## config.mk

```make
export PLATFORM = sky130hd
export DESIGN_NAME = spdif_frame_sequencer
export DESIGN_NICKNAME = d
export VERILOG_FILES = /design/src/rtl/spdif_pkg.sv /design/src/rtl/spdif_subframe_builder.sv /design/src/rtl/spdif_frame_sequencer.sv
export SDC_FILE = /design/constraint.sdc
export NUM_CORES = 1
export LEC_CHECK = 0
export CORE_MARGIN = 2
export CORE_UTILIZATION = 25
export DETAILED_ROUTE_END_ITERATION = 8
export GPL_ROUTABILITY_DRIVEN = 0
export GPL_TIMING_DRIVEN = 0
export PLACE_DENSITY_LB_ADDON = 0.25
export SLEW_MARGIN = 25
export SYNTH_ARGS = -nofsm -noshare
export SYNTH_HDL_FRONTEND = slang
export SYNTH_HIERARCHICAL = 1
export SYNTH_SLANG_ARGS = --single-unit
```

## constraint.sdc

```tcl
create_clock -name clk_6144mhz -period 3.33 [get_ports clk_6144mhz]
set_input_delay 0.4995 -clock clk_6144mhz [delete_from_list [all_inputs] [get_ports clk_6144mhz]]
set_output_delay 0.4995 -clock clk_6144mhz [all_outputs]
set_load 0.02 [all_outputs]
```

## src/rtl/spdif_pkg.sv

```systemverilog
// ============================================================================
// spdif_pkg
// Shared S/PDIF frame constants, slot map and preamble encoding.
// Revision: 1.0
// ============================================================================
`default_nettype none

package spdif_pkg;

  localparam int FRAME_CLKS       = 128;
  localparam int FRAMES_PER_BLOCK = 192;
  localparam int AUDIO_BITS       = 24;
  localparam int CS_BITS          = 32;

  localparam logic [4:0] SLOT_PRE_LAST  = 5'd3;
  localparam logic [4:0] SLOT_AUD_FIRST = 5'd4;
  localparam logic [4:0] SLOT_AUD_LAST  = 5'd27;
  localparam logic [4:0] SLOT_V         = 5'd28;
  localparam logic [4:0] SLOT_U         = 5'd29;
  localparam logic [4:0] SLOT_C         = 5'd30;
  localparam logic [4:0] SLOT_P         = 5'd31;

  typedef enum logic [1:0] {
    PRE_NONE = 2'b00,
    PRE_B    = 2'b01,
    PRE_M    = 2'b10,
    PRE_W    = 2'b11
  } pre_type_e;

endpackage

`default_nettype wire

```

## src/rtl/spdif_subframe_builder.sv

```systemverilog
// ============================================================================
// spdif_subframe_builder
// Slot multiplexer, preamble select and running even parity for one subframe.
// Revision: 1.0
// ============================================================================
`default_nettype none

module spdif_subframe_builder
  import spdif_pkg::*;
(
  input  logic                  clk,
  input  logic                  rst,
  input  logic                  run_i,
  input  logic [6:0]            cnt_i,
  input  logic                  first_frame_i,
  input  logic [AUDIO_BITS-1:0] sample_l_i,
  input  logic [AUDIO_BITS-1:0] sample_r_i,
  input  logic                  v_i,
  input  logic                  c_i,
  output logic                  slot_strobe_o,
  output logic                  slot_bit_o,
  output logic [1:0]            pre_type_o
);

  logic                  w_subframe;
  logic [4:0]            w_slot;
  logic [4:0]            w_aud_idx;
  logic [AUDIO_BITS-1:0] w_aud;
  logic                  slot_bit_d;
  pre_type_e             pre_type_d;
  logic                  par_d;

  logic                  slot_strobe_q;
  logic                  slot_bit_q;
  pre_type_e             pre_type_q;
  logic                  par_q;

  assign w_subframe = cnt_i[6];
  assign w_slot     = cnt_i[5:1];
  assign w_aud_idx  = w_slot - SLOT_AUD_FIRST;
  assign w_aud      = w_subframe ? sample_r_i : sample_l_i;

  always_comb begin
    slot_bit_d = 1'b0;
    pre_type_d = PRE_NONE;
    par_d      = par_q;
    if (w_slot <= SLOT_PRE_LAST) begin
      pre_type_d = w_subframe ? PRE_W : (first_frame_i ? PRE_B : PRE_M);
    end else if (w_slot <= SLOT_AUD_LAST) begin
      slot_bit_d = w_aud[w_aud_idx];
    end else begin
      unique case (w_slot)
        SLOT_V:  slot_bit_d = v_i;
        SLOT_U:  slot_bit_d = 1'b0;
        SLOT_C:  slot_bit_d = c_i;
        default: slot_bit_d = par_q;
      endcase
    end
    // Accumulate once per slot; slot 4 restarts the sum for the new subframe.
    if (!cnt_i[0] && (w_slot >= SLOT_AUD_FIRST) && (w_slot <= SLOT_C)) begin
      par_d = (w_slot == SLOT_AUD_FIRST) ? slot_bit_d : (par_q ^ slot_bit_d);
    end
  end

  always_ff @(posedge clk) begin
    if (rst || !run_i) begin
      slot_strobe_q <= 1'b0;
      slot_bit_q    <= 1'b0;
      pre_type_q    <= PRE_NONE;
      par_q         <= 1'b0;
    end else begin
      slot_strobe_q <= ~cnt_i[0];
      slot_bit_q    <= slot_bit_d;
      pre_type_q    <= pre_type_d;
      par_q         <= par_d;
    end
  end

  assign slot_strobe_o = slot_strobe_q;
  assign slot_bit_o    = slot_bit_q;
  assign pre_type_o    = pre_type_q;

endmodule

`default_nettype wire

```

## src/rtl/spdif_frame_sequencer.sv

```systemverilog
// ============================================================================
// spdif_frame_sequencer
// Frame/block counters, run FSM and sample handshake feeding the slot builder.
// Revision: 1.0
// ============================================================================
`default_nettype none

module spdif_frame_sequencer
  import spdif_pkg::*;
(
  input  logic                  clk_6144mhz,
  input  logic                  rst,
  input  logic                  en,
  input  logic [CS_BITS-1:0]    cs_config,
  input  logic [AUDIO_BITS-1:0] sample_l,
  input  logic [AUDIO_BITS-1:0] sample_r,
  input  logic                  sample_valid,
  output logic                  sample_ready,
  output logic                  slot_strobe,
  output logic                  slot_bit,
  output logic [1:0]            pre_type,
  output logic [7:0]            frame_idx,
  output logic                  block_start,
  output logic                  underrun,
  output logic                  busy
);

  typedef enum logic [0:0] {
    ST_IDLE = 1'b0,
    ST_RUN  = 1'b1
  } state_e;

  localparam logic [6:0] CNT_LAST   = 7'(FRAME_CLKS - 1);
  localparam logic [7:0] FRAME_LAST = 8'(FRAMES_PER_BLOCK - 1);
  localparam logic [7:0] CS_FRAMES  = 8'(CS_BITS);

  state_e                state_q, state_d;
  logic [6:0]            cnt_q, cnt_d;
  logic [7:0]            frame_q, frame_d;
  logic                  ready_q, ready_d;
  logic                  bstart_q, bstart_d;
  logic                  underrun_q;
  logic [AUDIO_BITS-1:0] smp_l_q, smp_r_q;
  logic                  v_q;
  logic [CS_BITS-1:0]    cs_shadow_q;
  logic                  w_c_bit;

  // en is only consulted at the last half-cell, so a frame always completes.
  always_comb begin
    state_d  = state_q;
    cnt_d    = cnt_q;
    frame_d  = frame_q;
    ready_d  = 1'b0;
    bstart_d = 1'b0;
    unique case (state_q)
      ST_IDLE: begin
        if (en) begin
          state_d  = ST_RUN;
          cnt_d    = 7'd0;
          frame_d  = 8'd0;
          ready_d  = 1'b1;
          bstart_d = 1'b1;
        end
      end
      ST_RUN: begin
        cnt_d = cnt_q + 7'd1;
        if (cnt_q == CNT_LAST) begin
          if (en) begin
            ready_d = 1'b1;
            if (frame_q == FRAME_LAST) begin
              frame_d  = 8'd0;
              bstart_d = 1'b1;
            end else begin
              frame_d = frame_q + 8'd1;
            end
          end else begin
            state_d = ST_IDLE;
            frame_d = 8'd0;
          end
        end
      end
      default: state_d = ST_IDLE;
    endcase
  end

  assign w_c_bit = (frame_d < CS_FRAMES) ? cs_shadow_q[frame_d[4:0]] : 1'b0;

  always_ff @(posedge clk_6144mhz) begin
    if (rst) begin
      state_q     <= ST_IDLE;
      cnt_q       <= 7'd0;
      frame_q     <= 8'd0;
      ready_q     <= 1'b0;
      bstart_q    <= 1'b0;
      underrun_q  <= 1'b0;
      smp_l_q     <= '0;
      smp_r_q     <= '0;
      v_q         <= 1'b0;
      cs_shadow_q <= '0;
    end else begin
      state_q    <= state_d;
      cnt_q      <= cnt_d;
      frame_q    <= frame_d;
      ready_q    <= ready_d;
      bstart_q   <= bstart_d;
      underrun_q <= ready_q & ~sample_valid;
      // A missed handshake substitutes silence flagged as invalid.
      if (ready_q) begin
        if (sample_valid) begin
          smp_l_q <= sample_l;
          smp_r_q <= sample_r;
          v_q     <= 1'b0;
        end else begin
          smp_l_q <= '0;
          smp_r_q <= '0;
          v_q     <= 1'b1;
        end
      end
      if (bstart_d) begin
        cs_shadow_q <= cs_config;
      end
    end
  end

  spdif_subframe_builder u_builder (
    .clk           (clk_6144mhz),
    .rst           (rst),
    .run_i         (state_d == ST_RUN),
    .cnt_i         (cnt_d),
    .first_frame_i (frame_d == 8'd0),
    .sample_l_i    (smp_l_q),
    .sample_r_i    (smp_r_q),
    .v_i           (v_q),
    .c_i           (w_c_bit),
    .slot_strobe_o (slot_strobe),
    .slot_bit_o    (slot_bit),
    .pre_type_o    (pre_type)
  );

  assign sample_ready = ready_q;
  assign frame_idx    = frame_q;
  assign block_start  = bstart_q;
  assign underrun     = underrun_q;
  assign busy         = (state_q == ST_RUN);

endmodule

`default_nettype wire

```

==> results.toml <==
[run_status]
status = "completed"

[yosys]
syn_avg_cell_area_sq_um = 8.25
netlist_area_sq_mm = 0.00529
syn-instance-count = 641
synth_sequential_area_ratio_pct = 39.8
synth_ff_type = "sky130_fd_sc_hd__dfxtp_1"
synth_cell_types = 59
synth_nets = 732
yosysWarnings = 6
ys_ff_latch = 105
share_of_flip_flops_with_an_asynchronous_set_or_reset_pct = 0
number_of_enable_flip_flop_cells_after_synthesis = 0

[worst_hold_path]
whs_endpoint = "cs_shadow_q[0]"
worstHoldPathCells = 2
hold_path.startpoint = "cs_shadow_q[0]"
hold_class = "flop to flop"

[critical_path]
crit_required_ps = 3570
endpoint_kind = "flop"
timing.critical_path.fanout_max = 4
worst_r2r_endpoint = "u_builder/par_q"
arrival_ps = 3540
worst-r2r-cell-count = 15
worst_r2r_startpoint = "cnt_q[0]"
path_class = "flop to flop"
timing.critical_path.from_type = "flop"
worst-r2r-setup-slack_ps = 40

[finish]
leading_cell_type_in_the_layout_fill_and_taps_excluded = "sky130_fd_sc_hd__dfxtp_1"
postLayoutCoreUtil_pct = 35.5
mostFrequentLayoutCells = "99 x sky130_fd_sc_hd__dfxtp_1, 98 x sky130_fd_sc_hd__clkdlybuf4s50_1, 94 x sky130_fd_sc_hd__nand2_1, 85 x sky130_fd_sc_hd__a21oi_1, 65 x sky130_fd_sc_hd__nor2_1"
antenna_cells = 0
layout-drive-gt1-share_pct = 14.0
final_area_sq_mm = 0.00741
multi_input_area_sq_mm = 0.00317
seqCellArea_sq_mm = 0.00211
fin_nets = 865
fillers = 2232
instances_no_fill = 1054
area_delta_synth_final_pct = 40.2

[sta]
post-route-min-period_ps = 3290
drv_slew = 0
hold_violations = 0
timing.final.setup_violations = 0
timing.final.crit_share_pct = 98.8
grt_setup_unrepaired = "true"
max-slew-margin-rel_pct = 54.7
fin_worst_hold_slack_ps = 453
worstMarginPinSlew_ps = 676
finClkSkew_ps = 9.18
maxClockFrequency_ghz = 0.304

[clock_tree]
cts-buffers-inserted = 9
cts.sinks = 105
cts_max_level = 3
holdBufCountCts = 0
tritoncts = "yes"
clockBufferDepth = 2
clkTransAtPathRegs_ps = 70
clkLatencyLatePin_ps = 350
clockRootBuffer = "sky130_fd_sc_hd__clkbuf_16"

[route]
routed_wire_length_per_instance_um = 15.5
antenna_violating_nets_post_route = 0
route.vias.total = 4936
totalWireLength_mm = 16.3
drt_first_pass_iters = 5
drt_via_density = 4.68
initialDrtViolationCount = 270
drcViolationCount = 0

[power_and_ir_drop]
leakage_nw = 2.67
pwr_density_cell_mw_per_mm2 = 378
post-layout-total-power_mw = 2.80
vdd_drop_max_mv = 0.246

[floorplanning]
initial_core_util_pct = 25.3
placeableCoreArea_sq_mm = 0.0209
die_x_um = 149
dieHeight_um = 149
number_of_placed_i_o_pins = 100
placement_rows = 53
design.die.area_sq_mm = 0.0223

[global_routing]
grt_remaining_overflow = 0
grt_pass1_vias = 4656
globalRouteTotalUtil_pct = 14.7
grt_first_pass_wirelength_mm = 25.3
largest_net_degree_at_the_start_of_global_routing = 17
antenna_violations_before_repair = 0

[placed_design]
detailedPlacementHpwl_mm = 12.0
detailed_place.area_sq_mm = 0.00662
io_buffer_count = 99
placed_instances = 1015

[flow_run]
maxCapViolCount = 0
-- per-layer routing --
layer / routed length, um / GRT usage, % / part of all wire [%]
met4: 162 / 3.81 / 0.99
met2: 7300 / 22.1 / 45
met3: 694 / 2.93 / 4.3
met5: 0 / 0 / 0
met1: 8150 / 21.5 / 50
-- repair_timing --
action / CTS / global route
gates resized for setup: 31 / 38
setup buffers: 12 / 11
endpoints found under the setup margin: 2 / 2
pin swaps: 14 / 22
-- critical path, cell delays in order, from the launching register on --
cell and delay (ps):
sky130_fd_sc_hd__dfxtp_4 370, sky130_fd_sc_hd__ha_4 150, sky130_fd_sc_hd__nand4_1 90, sky130_fd_sc_hd__buf_6 160
sky130_fd_sc_hd__o211a_1 230, sky130_fd_sc_hd__a211oi_4 360, sky130_fd_sc_hd__nand2_4 150, sky130_fd_sc_hd__o31ai_4 330
sky130_fd_sc_hd__o22ai_2 120, sky130_fd_sc_hd__a2111oi_2 360, sky130_fd_sc_hd__a211oi_1 90, sky130_fd_sc_hd__inv_1 120
sky130_fd_sc_hd__mux2i_2 100, sky130_fd_sc_hd__o311ai_2 290, sky130_fd_sc_hd__o22ai_2 140, sky130_fd_sc_hd__mux2i_1 130
-- power by group --
part | switching (mW) | internal [mW] | leakage, nW
Sequential | 0.0270 | 1.30 | 0.858
Clock | 0.480 | 0.682 | 0.153
Combinational | 0.155 | 0.162 | 1.66
Total | 0.661 | 2.14 | 2.67
-- worst max path at each step --
stage	start	endpoint	slack, ps	cells past startpoint
2_1_floorplan	frame_idx[0]	u_builder/par_q	20	15
3_3_place_gp	en	u_builder/par_q	-1130	16
3_5_place_dp	en	u_builder/par_q	-1140	16
4_1_cts	cnt_q[1]	u_builder/par_q	-20	16
5_1_grt	cnt_q[0]	u_builder/par_q	-120	16
6_report	cnt_q[0]	u_builder/par_q	40	15
-- state kept, by name (all words and copies together) (netlist names), 2 cells and up --
signal                flops
cnt_q                     7
cs_shadow_q              32
frame_idx                 8
smp_l_q                  24
smp_r_q                  24
u_builder/pre_type_o      2
-- kinds of logic (layout without fill, tap and decap cells) --
kind of cell               after synthesis  after routing  synth area share (%)
adders and majority gates                7              7                  1.66
buffers and inverters                   49            187                  4.85
and+or+nand+nor                        292            292                  27.9
xor gates and xnor gates                 5              5                 0.828
muxes                                   27             27                  6.20
DFF                                    105            105                  39.8
AOI/OAI and AO/OA                      156            156                  18.9
-- synth_stat cells (4+ instances only) --
master / n / area, sq um
sky130_fd_sc_hd__dfxtp_1: 105 / 2100
sky130_fd_sc_hd__nand2_1: 96 / 360
sky130_fd_sc_hd__a21oi_1: 85 / 425
sky130_fd_sc_hd__nor2_1: 66 / 248
sky130_fd_sc_hd__nor2b_1: 61 / 382
sky130_fd_sc_hd__clkbuf_1: 32 / 120
sky130_fd_sc_hd__mux2i_1: 17 / 170
sky130_fd_sc_hd__nor3b_1: 16 / 120
sky130_fd_sc_hd__a211oi_1: 13 / 97.6
sky130_fd_sc_hd__nand3_1: 13 / 65.1
sky130_fd_sc_hd__o21ai_0: 9 / 45.0
sky130_fd_sc_hd__nand2b_1: 8 / 50.1
sky130_fd_sc_hd__ha_1: 7 / 87.6
sky130_fd_sc_hd__a22oi_1: 6 / 45.0
sky130_fd_sc_hd__and2_1: 6 / 37.5
sky130_fd_sc_hd__mux2_2: 6 / 67.6
sky130_fd_sc_hd__o31ai_1: 6 / 45.0
sky130_fd_sc_hd__a22o_1: 5 / 43.8
sky130_fd_sc_hd__buf_2: 5 / 25.0
sky130_fd_sc_hd__inv_1: 5 / 18.8
sky130_fd_sc_hd__a221oi_1: 4 / 35.0
sky130_fd_sc_hd__and3_1: 4 / 25.0
sky130_fd_sc_hd__buf_6: 4 / 45.0
sky130_fd_sc_hd__nand4_1: 4 / 25.0
sky130_fd_sc_hd__nor3_1: 4 / 20.0
sky130_fd_sc_hd__nor4_1: 4 / 25.0
sky130_fd_sc_hd__o211ai_1: 4 / 30.0
sky130_fd_sc_hd__o21a_1: 4 / 30.0
-- area by class of cell --
cell class              instances  share of cell area, %
repair buffers                122                   16.0
well taps                     275                   4.64
flip-flops and latches        105                   28.5
plain buffers                  44                   3.46
multi-input cells             487                   42.7
inverters                       5                  0.253
clock buffers                  12                   3.33
clock inverters                 4                   1.03
-- stage by stage --
step	worst slack [ps]	setup TNS, ps
floorplan	16.3	0
global placement	-1130	-1990
detailed placement	-1140	-1990
CTS	-17.6	-17.6
global route	-117	-164
finish	39.4	0
Power figures use the tool's default switching activity.
